$ cat src/rtl/ss_link_pkg.sv
// Shared definitions for the serial shift-register link (transmitter and receiver).
package ss_link_pkg;

    // Transmitter frame sequencer states.
    typedef enum logic [1:0] {
        IDLE  = 2'd0,
        START = 2'd1,
        DATA  = 2'd2,
        STOP  = 2'd3
    } tx_state_t;

    // Line levels used to frame a word.
    localparam logic LINE_IDLE     = 1'b1;
    localparam logic START_BIT     = 1'b0;
    localparam logic STOP_BIT      = 1'b1;

    // Direction flag value meaning "MSB first, shift left".
    localparam logic DIR_MSB_FIRST = 1'b1;

endpackage : ss_link_pkg

$ cat src/rtl/ss_shift_unit.sv
// WIDTH-bit parallel-load bidirectional shift register with a serial bit tap.
// The tap always presents the bit that goes out next in the selected direction.
module ss_shift_unit
    import ss_link_pkg::*;
#(
    parameter int WIDTH = 8
) (
    input  logic             clk_i,
    input  logic             rst_i,
    input  logic             load_i,
    input  logic             shift_i,
    input  logic             dir_i,
    input  logic [WIDTH-1:0] data_i,
    output logic             bit_o
);

    logic [WIDTH-1:0] sreg_q;
    logic [WIDTH-1:0] sreg_d;

    // Next register contents: a parallel load wins over a shift.
    always_comb begin
        // NOTE: the hold value is assigned first so every path writes sreg_d and no latch is inferred.
        sreg_d = sreg_q;
        if (load_i) begin
            sreg_d = data_i;
        end else if (shift_i) begin
            if (dir_i == DIR_MSB_FIRST) begin
                sreg_d = {sreg_q[WIDTH-2:0], 1'b0};
            end else begin
                sreg_d = {1'b0, sreg_q[WIDTH-1:1]};
            end
        end
    end

    // Register update with synchronous clear.
    always_ff @(posedge clk_i) begin
        // NOTE: reset is sampled on the clock edge (synchronous); non-blocking assignment keeps all flops updating together.
        if (rst_i) begin
            sreg_q <= '0;
        end else begin
            sreg_q <= sreg_d;
        end
    end

    // Serial tap: top bit when sending MSB first, bottom bit otherwise.
    assign bit_o = (dir_i == DIR_MSB_FIRST) ? sreg_q[WIDTH-1] : sreg_q[0];

endmodule : ss_shift_unit

$ cat src/rtl/serial_frame_tx.sv
// Parallel-in, serial-out framing transmitter.
// Sends start bit (0), WIDTH data bits in the direction chosen at accept, then stop bit (1).
// Every state change is gated by the enable tick, except the done pulse which always self-clears.
module serial_frame_tx
    import ss_link_pkg::*;
#(
    parameter int WIDTH = 8,
    parameter int CNT_W = $clog2(WIDTH + 1)
) (
    input  logic             clock,
    input  logic             reset,
    input  logic             enable,
    input  logic [WIDTH-1:0] data_in,
    input  logic             load_valid,
    output logic             load_ready,
    input  logic             leftright,
    output logic             out,
    output logic             busy,
    output logic             done
);

    localparam logic [CNT_W-1:0] CNT_FIRST = CNT_W'(1);
    localparam logic [CNT_W-1:0] CNT_LAST  = CNT_W'(WIDTH);

    tx_state_t        state_q;
    logic [CNT_W-1:0] cnt_q;
    logic             dir_q;
    logic             out_q;
    logic             busy_q;
    logic             done_q;

    logic             accept;
    logic             shift_en;
    logic             ser_bit;

    // A word is taken only on an enable edge while idle.
    assign accept   = (state_q == IDLE) && load_valid && enable;

    // Shift once per emitted data bit: the first one in START, the rest while the counter runs.
    assign shift_en = enable &&
                      ((state_q == START) || ((state_q == DATA) && (cnt_q != CNT_LAST)));

    ss_shift_unit #(
        .WIDTH (WIDTH)
    ) u_shift (
        .clk_i   (clock),
        .rst_i   (reset),
        .load_i  (accept),
        .shift_i (shift_en),
        .dir_i   (dir_q),
        .data_i  (data_in),
        .bit_o   (ser_bit)
    );

    // Frame sequencer: state, bit counter, direction flag and all registered outputs.
    always_ff @(posedge clock) begin
        if (reset) begin
            state_q <= IDLE;
            cnt_q   <= '0;
            dir_q   <= 1'b0;
            out_q   <= LINE_IDLE;
            busy_q  <= 1'b0;
            done_q  <= 1'b0;
        end else begin
            // The completion pulse lasts one clock whether or not enable is high.
            done_q <= 1'b0;
            if (enable) begin
                case (state_q)
                    IDLE: begin
                        if (load_valid) begin
                            dir_q   <= leftright;
                            cnt_q   <= '0;
                            out_q   <= START_BIT;
                            busy_q  <= 1'b1;
                            state_q <= START;
                        end
                    end
                    START: begin
                        out_q   <= ser_bit;
                        cnt_q   <= CNT_FIRST;
                        state_q <= DATA;
                    end
                    DATA: begin
                        if (cnt_q == CNT_LAST) begin
                            out_q   <= STOP_BIT;
                            state_q <= STOP;
                        end else begin
                            out_q <= ser_bit;
                            cnt_q <= cnt_q + CNT_FIRST;
                        end
                    end
                    STOP: begin
                        out_q   <= LINE_IDLE;
                        busy_q  <= 1'b0;
                        done_q  <= 1'b1;
                        state_q <= IDLE;
                    end
                    default: begin
                        state_q <= IDLE;
                    end
                endcase
            end
        end
    end

    // NOTE: load_ready is decoded straight from the state register so a waiting producer is accepted on the first idle enable edge.
    assign load_ready = (state_q == IDLE);
    assign out        = out_q;
    assign busy       = busy_q;
    assign done       = done_q;

endmodule : serial_frame_tx

$ cat config.mk
export PLATFORM = sky130hd
export DESIGN_NAME = serial_frame_tx
export DESIGN_NICKNAME = d
export VERILOG_FILES = /design/src/rtl/ss_link_pkg.sv /design/src/rtl/ss_shift_unit.sv /design/src/rtl/serial_frame_tx.sv
export SDC_FILE = /design/constraint.sdc
export NUM_CORES = 1
export LEC_CHECK = 0
export BUFFER_PORTS_ARGS = -buffer_cell sky130_fd_sc_hd__buf_2
export CORE_MARGIN = 4
export CORE_UTILIZATION = 40
export CTS_BUF_LIST = sky130_fd_sc_hd__clkbuf_8 sky130_fd_sc_hd__clkbuf_16
export DETAILED_ROUTE_END_ITERATION = 8
export GPL_TIMING_DRIVEN = 0
export PLACE_DENSITY = 0.66
export SLEW_MARGIN = 20
export SYNTH_ARGS = -nofsm -noshare
export SYNTH_HDL_FRONTEND = slang
export SYNTH_SLANG_ARGS = --single-unit
$ cat constraint.sdc
create_clock -name clock -period 2 [get_ports clock]
set_input_delay 0.4 -clock clock [delete_from_list [all_inputs] [get_ports clock]]
set_output_delay 0.4 -clock clock [all_outputs]
set_load 0.01 [all_outputs]
=== Word-level counts from Yosys, hierarchy flattened ===
Index checks and enable logic that the tools add are counted.
Widths: inputs -> output; s select.

* Register bits after elaboration: 18
* Input port bits: 13
* Output and inout port bits: 4
* Word-level logic and storage cells: 48

* Add/subtract/negate cells: 1
* Equal/unequal tests: 8
* Muxes and demuxes: 16
* Bitwise logic cells: 1
* Reduce and logical (&&, ||, !) cells: 15

{| class="wikitable"
|+ Operators by type and width
! operator !! number
|-
| $mux 8 || 3
|-
| $pmux 4 s3 || 1
|-
| $reduce_and 3->1 || 3
|-
| $mux 4 || 2
|-
| $pmux 2 s4 || 1
|-
| $mux 1 || 5
|-
| $add 4x1->4 const B || 1
|-
| $eq 2x2->1 const B || 2
|-
| $eq 4x4->1 const B || 1
|-
| $logic_and 1x1->1 || 4
|-
| $mux 2 || 2
|-
| $ne 2x2->1 const B || 2
|-
| $ne 4x4->1 const B || 1
|-
| $pmux 1 s4 || 1
|-
| $reduce_and 4->1 || 1
|-
| $reduce_bool 2->1 || 2
|-
| $reduce_bool 3->1 || 1
|-
| $eq 2x1->1 const B || 1
|-
| $logic_not 2->1 || 1
|-
| $ne 2x1->1 const B || 1
|-
| $pmux 1 s2 || 1
|-
| $reduce_and 2->1 || 1
|-
| $reduce_or 2->1 || 1
|-
| $logic_or 1x1->1 || 1
|-
| $not 1->1 || 1
|}

=== Longest topological paths before layout ===
Gate-level depths: netlist (run 1).

* Depth after elaboration: 6
* Gate-level depth with buffers: 8
* Mapped depth without buffers: 6

=== Hierarchy ===
From an unflattened synthesis (run 1), not the netlist that was laid out.

* Cell total of the unflattened synthesis: 113
* Area total of the unflattened synthesis: 1072.3 sq um

{| class="wikitable"
|+ Modules (own cells, without submodules)
! module !! times used !! cells an instance !! area an instance (sq um) !! sequential area each (sq um)
|-
| serial_frame_tx || 1 || 65 || 598.1 || 200.2
|-
| ss_shift_unit || 1 || 48 || 474.2 || 160.2
|}

=== Worst setup path before layout (run 1) ===
Ideal clock, no wire load.

* Path type: register to register
* Start: register state_q[0]
* End: register cnt_q[1]
* Library setup time: 0.116 ns
* Data arrival time: 1.567 ns
* Required time: 1.884 ns
* Slack: 0.317 ns
* Cell stages (with the launch flop): 8
* Buffers on the path: 1
* Period minus slack after synthesis: 1.683 ns
* Path through: dfxtp_1 -> inv_1 -> ha_1 -> buf_2 -> or3_4 -> nand4_4 -> nor3_1 -> a31o_2

* Word-level cells in the longest chain between the ends: 3
* Elaborated cells on any way between the ends: 8
* Those cells by class: eq/ne (4); mux (1); reduce/logical (3)

{| class="wikitable"
|+ RTL lines
! what !! RTL line !! RTL
|-
| from (decl) || serial_frame_tx.sv:25 || <nowiki>tx_state_t state_q;</nowiki>
|-
| from (signal assigned) || serial_frame_tx.sv:58 || <nowiki>state_q <= IDLE;</nowiki>
|-
| from (signal assigned) || serial_frame_tx.sv:75 || <nowiki>state_q <= START;</nowiki>
|-
| from (signal assigned) || serial_frame_tx.sv:81 || <nowiki>state_q <= DATA;</nowiki>
|-
| $logic_not 2->1 (*) || -- ||
|-
| named net load_ready || serial_frame_tx.sv:15 || <nowiki>output logic load_ready,</nowiki>
|-
| $ne 2x2->1 (no source line) / $reduce_bool 3->1 (equally long branches) || -- ||
|-
| $reduce_and 4->1 (no source line) || -- ||
|-
| to (signal assigned) || serial_frame_tx.sv:89 || <nowiki>cnt_q <= cnt_q + CNT_FIRST;</nowiki>
|-
| to (decl) || serial_frame_tx.sv:26 || <nowiki>logic [CNT_W-1:0] cnt_q;</nowiki>
|}

The timed path passes the listed nets; every way through them passes the cells marked *.
A chain may end at the register's enable or synchronous reset.

=== Worst setup path after layout (run 1) ===
* Start: register state_q[0]
* End: register u_shift.sreg_q[6]

* Word-level cells in the longest chain between the ends: 5
* Elaborated cells on any way between the ends: 10
* Those cells by class: eq/ne (2); mux (1); reduce/logical (7)

{| class="wikitable"
|+ RTL lines
! what !! RTL line !! RTL
|-
| $eq 2x2->1 || serial_frame_tx.sv:41 || <nowiki>((state_q == START) || ((state_q == DATA) && (cnt_q != CNT_LAST)));</nowiki>
|-
| $logic_and 1x1->1 || serial_frame_tx.sv:41 ||
|-
| $logic_or 1x1->1 || serial_frame_tx.sv:41 ||
|-
| $logic_and 1x1->1 || serial_frame_tx.sv:40 || <nowiki>assign shift_en = enable &&</nowiki>
|-
| $reduce_bool 2->1 (no source line) || -- ||
|-
| to (signal assigned) || ss_shift_unit.sv:41 || <nowiki>sreg_q <= sreg_d;</nowiki>
|-
| to (decl) || ss_shift_unit.sv:17 || <nowiki>logic [WIDTH-1:0] sreg_q;</nowiki>
|}

Parallel ways exist; a longest one is shown, timed or not.

==> metrics.md, run 1 <==
| Metric | Value |
|---|---|
| Status | `finished, final reports clean` |
| Htree depth | `1` |
| Top Ports | `17` |
| Synth Warn # | `0` |
| Worst R2R Setup Slack | `roughly 0.17 ns` |
| R2r startpoint | `state_q[0]` |
| Syn_nets | `around 140` |
| Hold_sp | `leftright` |
| Measured slew at the worst slew-check pin | `about 0.53 ns` |
| Core Area | `between 2000 and 2500 um^2` |
| WL met2 | `~1100 um` |
| Mean Syn Cell Area | `between 8 and 9 um^2` |
| Crit path from | `state_q[0]` |
| Hold Crit Class | `input pin to flop` |
| Final Slew Violations | `0` |
| Syn Inst Count | `between 100 and 150` |
| VDD IR max | `between 0.0005 and 0.0006 V` |
| Synth Flop Type | `dfxtp_1` |
| Vias per inst | `~5.5` |
| Setup TNS | `0 ns` |
| Clock latency on the worst-skew pair | `~0.25 ns` |
| Post-synth EDFFs | `0` |
| Drt initial violations | `22` |
| Post-DP HPWL | `1740 um` |
| Area Overhead vs Synth | `15.8%` |
| Syn Std Cell Area | `~1100 um^2` |
| Hold Vio Cnt, Final | `0` |
| Worst relative slew slack | `64.4%` |
| Register area share after synthesis | `34.0%` |
| CP Cell Sequence | `inv_1 > ha_1 > buf_2 > a21o_1 > a22oi_1 > nand2_1 > a21oi_1` |
| Routed wire length | `around 2300 um` |
| Asr flop ratio synth | `0%` |
| Post-CTS Repair Setup Buffers | `0` |
| CP max-delay cell | `a22oi_1` |
| CTS tree | `yes` |
| First-pass GRT wire length | `slightly above 4000 um` |
| Post-layout nets | `between 150 and 200` |
| Hold-fix buffers at CTS | `0` |
| Cell variety after synth | `36` |
| Flops & latches, synth | `18` |
| ANT cells | `0` |
| Largest net degree at the start of global routing | `11` |
| Crit. End Element | `flop` |
| # setup viols final | `0` |
| Maximum clock insertion buffer count | `2` |
| Antenna violations before repair | `0` |
| RSZ-0062 raised after global routing | `false` |
| Layout cells sized above 1 | `a little over a fifth` |
| WP data required | `2.18 ns` |
| Wire length on met3 | `roughly 150 um` |
| Hold WS | `0.392 ns` |
| Top routing layer in use | `met4` |
| GRT Resource Usage Total | `between 10% and 20%` |
| Starting Density | `a little over two fifths` |
| First-pass iteration count of the detailed router | `4` |
| MaxCap Viol Count | `0` |
| Top delay family on crit path | `compound AO/OA/AOI/OAI gates` |
| Clock Skew | `approximately 0.0021 ns` |
| Worst setup SP type | `flop` |
| Critical Path AT | `2.01 ns` |
| # rows | `18` |
| Post-CTS resize count | `0` |
| Buf+Inv Stages, Crit Path | `2` |
| Die width | `roughly 60 um` |
| Clk slew on worst S/H paths | `0.07 ns` |
| Vias in the first global route | `955` |
| Global route overflow | `0` |
| Vias post-DR | `~960` |
| Tcrit/Tclk final | `just over 90%` |
| CTS Buf Count | `3` |
| Die area | `3530 um^2` |
| Power per Cell Area | `729 nW/um^2` |
| FMAX | `about 0.55 GHz` |
| Clock sink count | `18` |
| Final min period | `1.83 ns` |
| Drt drc | `0` |
| DIE HEIGHT | `around 59 um` |
| WL/cell | `between 10 and 15 um` |
| Clk root buf | `clkbuf_8` |
| WS Path Type | `flop to flop` |
| CP peak stage delay | `0.46 ns` |
| Detail Route Antenna Nets | `0` |
| Number of buffers added on ports | `15` |
| Leakage power | `between 0.4 and 0.5 nW` |
| RD Place Congestion | `~0.8` |
| Crit-path max FO | `10` |
| Fill cell count | `260` |
| DRT met1 WL | `about 1000 um` |
## registers in the layout, indices dropped and copies added, names as in the netlist
| signal | cells |
|---|---|
| busy | 1 |
| cnt_q | 4 |
| dir_q | 1 |
| done | 1 |
| out | 1 |
| state_q | 2 |
| u_shift.sreg_q | 8 |
## synthesized netlist by cell type (2+ instances only)
library cell / count / area, um^2
dfxtp_1: 18 / 360
nand2_1: 17 / 63.8
inv_1: 10 / 37.5
a21oi_1: 9 / 45.0
mux2i_1: 9 / 90.1
nor2_1: 8 / 30.0
o211ai_1: 7 / 52.6
ha_1: 6 / 75.1
buf_2: 4 / 20.0
nand3_1: 3 / 15.0
nand3b_1: 3 / 22.5
a22oi_1: 2 / 15.0
a311oi_1: 2 / 17.5
clkbuf_1: 2 / 7.51
nand4_1: 2 / 12.5
nor2b_1: 2 / 12.5
o21ai_0: 2 / 10.0
## routing by layer
layer	global-route usage (%)	vias to the layer above
met1	18.1	444
met4	4.53	0
met5	0	-
met2	25.7	27
met3	4.36	2
li1	-	483
## tightest hold or removal path, cell delays in order
cell,delay (ns)
buf_2,0.08
mux2i_1,0.05
nor2_1,0.08
## per-stage QoR
step | total power, W | std cells | worst slack, ns | utilization, % | area [um^2]
2_1_floorplan | 0.000547 | 125 | 0.317 | - | 1060
3_3_place_gp | 0.000596 | 170 | 0.241 | 46.8 | 1170
3_5_place_dp | 0.000603 | 170 | 0.146 | 46.8 | 1170
4_1_cts | 0.000906 | 174 | 0.127 | 49.0 | 1230
5_1_grt | 0.000945 | 174 | 0.000857 | 49.0 | 1230
6_report | 0.000893 | 174 | 0.173 | 49.0 | 1230
## logic make-up after synthesis
group	after synthesis	share of synthesized area [%]
AO/OA/AOI/OAI	31	20.7
adder cells (fa/ha/maj)	6	7.09
buffers and inverters	17	6.86
flip-flops	18	34.0
multiplexers	9	8.51
AND/OR/NAND/NOR	44	22.8
## worst paths after layout
| kind | depth (start not counted) | endpoint |
|---|---|---|
| max | 7 | u_shift.sreg_q[6] |
| max reg2reg | 7 | u_shift.sreg_q[6] |
| min reg2reg | 2 | u_shift.sreg_q[3] |
| min | 3 | dir_q |
## placed cells by master, fill, tap and decap left out, drive strengths merged, types with 6 or more instances in the layout
cell / n
o211ai: 7
ha: 6
mux2i: 9
a21oi: 10
nand2: 17
buf: 20
clkbuf: 6
inv: 10
dfxtp: 18
nor2: 8
## power by group
part / leakage [nW] / switching, W / internal (W)
clock: 0.0288 / 0.000126 / 0.000175
combinational: 0.323 / 0.000112 / 0.0000838
sequential: 0.147 / 0.0000166 / 0.000381
## layout make-up
| cell class | instances | area (um^2) | share of cell area, % |
|---|---|---|---|
| multi-input combinational | 90 | 626 | 51.0 |
| sequential | 18 | 360 | 29.4 |
| timing repair buffer | 15 | 75.1 | 6.12 |
| clock buffer | 4 | 55.1 | 4.49 |
| inverter | 10 | 37.5 | 3.06 |
| tap | 30 | 37.5 | 3.06 |
| buffer | 7 | 35.0 | 2.86 |
No activity file was read; power rests on OpenSTA's default activity.
==> inputs of run 2 (changes only) <==
--- a/config.mk
+++ b/config.mk
@@ -7,11 +7,11 @@
 export LEC_CHECK = 0
 export BUFFER_PORTS_ARGS = -buffer_cell sky130_fd_sc_hd__buf_2
 export CORE_MARGIN = 4
-export CORE_UTILIZATION = 40
+export CORE_UTILIZATION = 54
 export CTS_BUF_LIST = sky130_fd_sc_hd__clkbuf_8 sky130_fd_sc_hd__clkbuf_16
 export DETAILED_ROUTE_END_ITERATION = 8
 export GPL_TIMING_DRIVEN = 0
-export PLACE_DENSITY = 0.66
+export PLACE_DENSITY = 0.83
 export SLEW_MARGIN = 20
 export SYNTH_ARGS = -nofsm -noshare
 export SYNTH_HDL_FRONTEND = slang
==> run 2 against run 1 <==
Effect of this change: wire length down 3.3%; total power is 0.17% higher; sequential power hardly changed; largest power group unchanged.
==> metrics.md, run 2 (same netlist as run 1, synthesis figures left out) <==
| Metric | Value |
|---|---|
| FMAX | `between 0.5 and 0.6 GHz` |
| Wire length on met3 | `between 100 and 150 um` |
| Measured slew at the worst slew-check pin | `about 0.5 ns` |
| Largest registers | `u_shift.sreg_q (8), cnt_q (4), state_q (2)` |
| RD Place Congestion | `0.780` |
| Die area | `between 2000 and 3000 um^2` |
| Top routing layer in use | `met4` |
| Crit. End Element | `flop` |
| MaxCap Viol Count | `0` |
| Antenna violations before repair | `0` |
| Final min period | `between 1.5 and 2 ns` |
| Final setup margin | `0.224 ns` |
| Worst relative slew slack | `approximately two thirds` |
| Status | `finished, final reports clean` |
| Hold Vio Cnt, Final | `0` |
| Most common cell after layout, fill and taps aside | `buf_2` |
| Reg with most FFs | `u_shift.sreg_q` |
| Number of buffers added on ports | `15` |
| Tcrit/Tclk final | `between 80% and 90%` |
| Hold Crit Class | `input pin to flop` |
| Vias post-DR | `967` |
| Layout cells sized above 1 | `about 22%` |
| Global route overflow | `0` |
| Worst setup SP type | `flop` |
| Drt drc | `0` |
| Clk slew on worst S/H paths | `around 0.070 ns` |
| First-pass GRT wire length | `around 3800 um` |
| Htree depth | `1` |
| GRT Resource Usage Total | `a little under a fifth` |
| # setup viols final | `0` |
| RSZ-0062 raised after global routing | `false` |
| DIE HEIGHT | `approximately 52 um` |
| Setup TNS | `0 ns` |
| Vias per inst | `5.72` |
| Hold-fix buffers at CTS | `0` |
| DRT met1 WL | `between 1000 and 1500 um` |
| Clock Skew | `approximately 0.0036 ns` |
| WP data required | `~2.1 ns` |
| Most frequent cells in the layout | `buf_2 (19), dfxtp_1 (18), nand2_1 (17)` |
| Leakage power | `around 0.50 nW` |
| Post-DP HPWL | `~1700 um` |
| WL met2 | `just over 1000 um` |
| Largest register FFs | `8` |
| Vias in the first global route | `between 900 and 1000` |
| Clock sink count | `18` |
| Power per Cell Area | `about 730 nW/um^2` |
| Critical Path AT | `about 1.9 ns` |
| Clock latency on the worst-skew pair | `0.26 ns` |
| Post-layout nets | `164` |
| Pre-CTS setup slack | `0.202 ns` |
| Detail Route Antenna Nets | `0` |
| Top Ports | `17` |
| First-pass iteration count of the detailed router | `4` |
| WS Path Type | `flop to flop` |
| Die width | `around 52 um` |
| Final Core Density | `between 60 and 70%` |
| Starting Density | `between 50% and 60%` |
| Final Slew Violations | `0` |
| Drt initial violations | `18` |
| Clk root buf | `clkbuf_8` |
| ANT cells | `0` |
| Maximum clock insertion buffer count | `2` |
| # rows | `15` |
| WL/cell | `13.2 um` |
| Area Overhead vs Synth | `15.7%` |
| CTS tree | `yes` |
| VDD IR max | `approximately 0.0006 V` |
| Final Power | `between 0.0008 and 0.0009 W` |
| Routed wire length | `2230 um` |
| Crit-path max FO | `10` |
| Largest net degree at the start of global routing | `11` |
| CTS Buf Count | `3` |
| Core Area | `roughly 1800 um^2` |
run 2: changes by cell type in the layout (fill, tap and decap cells not counted):
cell | before | now
a22oi_1 | 2 | 1
a22oi_2 | 0 | 1
run 2: what timing repair did:
action	CTS	global route
gates resized for setup	0	1
setup buffers	0	0
endpoints found under the setup margin	0	2
hold endpoints to repair	0	0
run 2: worst paths after layout:
check	slack, ns	depth (start not counted)	endpoint	from
worst max-delay path	0.22	8	u_shift.sreg_q[3]	state_q[0]
worst min-delay path	0.38	3	dir_q	leftright
worst max register to register	0.22	8	u_shift.sreg_q[3]	state_q[0]
worst min register to register	0.47	2	out	out
run 2: worst max-delay path, stage by stage (launching register included):
cell and delay, ns:
dfxtp_1 0.37, inv_1 0.09, ha_1 0.21, buf_2 0.18, a21o_1 0.19, a22o_1 0.23, buf_2 0.18, o211ai_1 0.10
a21oi_1 0.08
run 2: layer usage:
metal,up-vias,global-route usage (%)
met5,-,0
met4,0,8.09
met3,5,5.98
met2,21,31.0
met1,452,23.0
li1,489,-
run 2: final cells by class:
| class | count | area, um^2 |
|---|---|---|
| fillers | 157 | 558 |
| flip-flops and latches | 18 | 360 |
| repair buffers | 15 | 75.1 |
| plain buffers | 7 | 35.0 |
| multi-input cells | 90 | 631 |
| inverters | 10 | 37.5 |
| well taps | 25 | 31.3 |
| clock buffers | 4 | 55.1 |
run 2: stage by stage:
| step | hold slack [ns] | instance area, um^2 | instances |
|---|---|---|---|
| floorplan | 0.448 | 1060 | 125 |
| global placement | 0.451 | 1160 | 165 |
| detailed placement | 0.464 | 1160 | 165 |
| CTS | 0.375 | 1220 | 169 |
| global route | 0.375 | 1220 | 169 |
| finish | 0.376 | 1220 | 169 |
run 2: where the power goes:
part / switching, W / internal, W
Sequential: 0.0000173 / 0.000381
Clock: 0.000126 / 0.000175
Combinational: 0.000111 / 0.0000850
==> inputs of run 3 (changes only) <==
--- a/config.mk
+++ b/config.mk
@@ -12,6 +12,7 @@
 export DETAILED_ROUTE_END_ITERATION = 8
 export GPL_TIMING_DRIVEN = 0
 export PLACE_DENSITY = 0.83
+export REMOVE_ABC_BUFFERS = 1
 export SLEW_MARGIN = 20
 export SYNTH_ARGS = -nofsm -noshare
 export SYNTH_HDL_FRONTEND = slang
==> run 3 against run 2 <==
Effect of this change: global-route usage decreased by 0.11 points; sequential share of layout area is 0.90 points higher; clock power down 19%; critical path type unchanged; largest cell class unchanged; highest routed layer unchanged.
==> metrics.md, run 3 (same netlist as run 1, synthesis figures left out) <==
| Metric | Value |
|---|---|
| Status | `finished, final reports clean` |
| CP max-delay cell | `a22o_1` |
| Layout cells sized above 1 | `roughly a fifth` |
| WL/cell | `13.9 um` |
| Largest net degree at the start of global routing | `18` |
| Clk root buf | `clkbuf_8` |
| Final min period | `about 1.8 ns` |
| Tcrit/Tclk final | `between 80% and 90%` |
| Largest registers | `u_shift.sreg_q (8), cnt_q (4), state_q (2)` |
| FMAX | `about 0.57 GHz` |
| Most frequent cells in the layout | `dfxtp_1 (18), nand2_1 (17), buf_2 (16)` |
| Starting Density | `approximately 60%` |
| # setup viols final | `0` |
| Crit. End Element | `flop` |
| Vias per inst | `around 5.9` |
| Clk slew on worst S/H paths | `approximately 0.060 ns` |
| CTS tree | `yes` |
| Maximum clock insertion buffer count | `2` |
| RD Place Congestion | `0.747` |
| Leakage power | `roughly 0.47 nW` |
| Power per Cell Area | `around 700 nW/um^2` |
| Drt drc | `0` |
| Stages on the worst setup path | `6` |
| Vias post-DR | `960` |
| Crit path capture | `u_shift.sreg_q[7]` |
| Routed wire length | `2250 um` |
| Htree depth | `1` |
| Crit-path max FO | `10` |
| Fin area | `around 1200 um^2` |
| Clock latency on the worst-skew pair | `0.25 ns` |
| Die width | `around 52 um` |
| Worst relative slew slack | `around two thirds` |
| CTS Buf Count | `3` |
| Post-layout nets | `about 160` |
| CP peak stage delay | `between 0.3 and 0.4 ns` |
| Clock Skew | `~0.0025 ns` |
| Vias in the first global route | `923` |
| First-pass GRT wire length | `3950 um` |
| R2r startpoint | `state_q[0]` |
| Final Slew Violations | `0` |
| Most common cell after layout, fill and taps aside | `dfxtp_1` |
| Post-CTS Repair Setup Buffers | `0` |
| ANT cells | `0` |
| Drt initial violations | `12` |
| DIE HEIGHT | `around 52 um` |
| Detail Route Antenna Nets | `0` |
| Buf+Inv Stages, Crit Path | `1` |
| Hold Crit Class | `input pin to flop` |
| Fill cell count | `about 150` |
| Die area | `around 2700 um^2` |
| Hold Vio Cnt, Final | `0` |
| Worst setup SP type | `flop` |
| Cells on worst reg2reg path | `6` |
| CP Cell Sequence | `inv_1 > ha_1 > and2_2 > a22o_1 > nor2_1 > a311oi_1` |
| Setup TNS | `0 ns` |
| Clock sink count | `18` |
| MaxCap Viol Count | `0` |
| Area Overhead vs Synth | `12.3%` |
| Top Ports | `17` |
| WP data required | `approximately 2.2 ns` |
| Reg with most FFs | `u_shift.sreg_q` |
| Top delay family on crit path | `compound AO/OA/AOI/OAI gates` |
| WS Path Type | `flop to flop` |
| GRT Resource Usage Total | `a little under a fifth` |
| Core Area | `1780 um^2` |
| Crit path from | `state_q[0]` |
| # rows | `15` |
| Largest register FFs | `8` |
| Worst R2R Setup Slack | `roughly 0.24 ns` |
| Antenna violations before repair | `0` |
| Non-Filler Instances | `roughly 160` |
| Post-DP Area | `~1100 um^2` |
| Reg-to-Reg End | `u_shift.sreg_q[7]` |
| Post-DP HPWL | `~1700 um` |
| Critical Path AT | `1.92 ns` |
| RSZ-0062 raised after global routing | `false` |
| VDD IR max | `approximately 0.00044 V` |
| First-pass iteration count of the detailed router | `4` |
| Number of buffers added on ports | `16` |
| Placed cells | `159` |
| Global route overflow | `0` |
| Measured slew at the worst slew-check pin | `around 0.47 ns` |
[run 3: cell type report]
class	instances	area (um^2)	share of cell area (%)
sequential	18	360	30.3
tap	25	31.3	2.63
timing repair buffer	16	80.1	6.74
clock buffer	3	41.3	3.47
multi-input combinational	90	638	53.7
inverter	10	37.5	3.16
[run 3: stage by stage]
stage	utilization (%)	worst slack (ns)	total power, W	hold slack (ns)
final	66.7	0.236	0.000834	0.389
after global routing	66.7	0.0688	0.000882	0.422
after CTS	66.0	0.102	0.000834	0.391
after detailed placement	63.6	0.101	0.000593	0.471
after global placement	63.6	0.195	0.000583	0.463
after floorplan	-	0.370	0.000533	0.442
[run 3: where the power goes]
group	switching (W)	internal, W
combinational	0.000108	0.0000815
clock	0.000109	0.000134
sequential	0.0000205	0.000381
total	0.000238	0.000596
[run 3: layer usage]
layer	part of all wire, %	track usage, %
met1	45	23.6
met5	0	0
met3	4.5	2.85
met2	48	32.4
met4	1.6	7.66
[run 3: how the worst min path moves through the flow]
stage / from / to / slack [ns] / depth (start not counted)
after floorplan: u_shift.sreg_q[2] / u_shift.sreg_q[2] / 0.44 / 2
after global placement: u_shift.sreg_q[5] / u_shift.sreg_q[5] / 0.46 / 2
after global routing: leftright / dir_q / 0.42 / 3
final: leftright / dir_q / 0.39 / 3
after CTS: leftright / dir_q / 0.39 / 3
after detailed placement: u_shift.sreg_q[5] / u_shift.sreg_q[5] / 0.47 / 2
[run 3: timing repair]
action / in CTS / in global routing
resized for setup: 0 / 3
hold buffers: 0 / 0
setup endpoints to repair: 0 / 8
[run 3: worst register-to-register path: cells and delay by family, from the launching register on]
kind | cells | cell delay [ns]
buffers and inverters | 1 | 0.10
adder cells (fa/ha/maj) | 1 | 0.32
flip-flops | 1 | 0.32
AND/OR/NAND/NOR | 2 | 0.30
AO/OA/AOI/OAI | 2 | 0.63
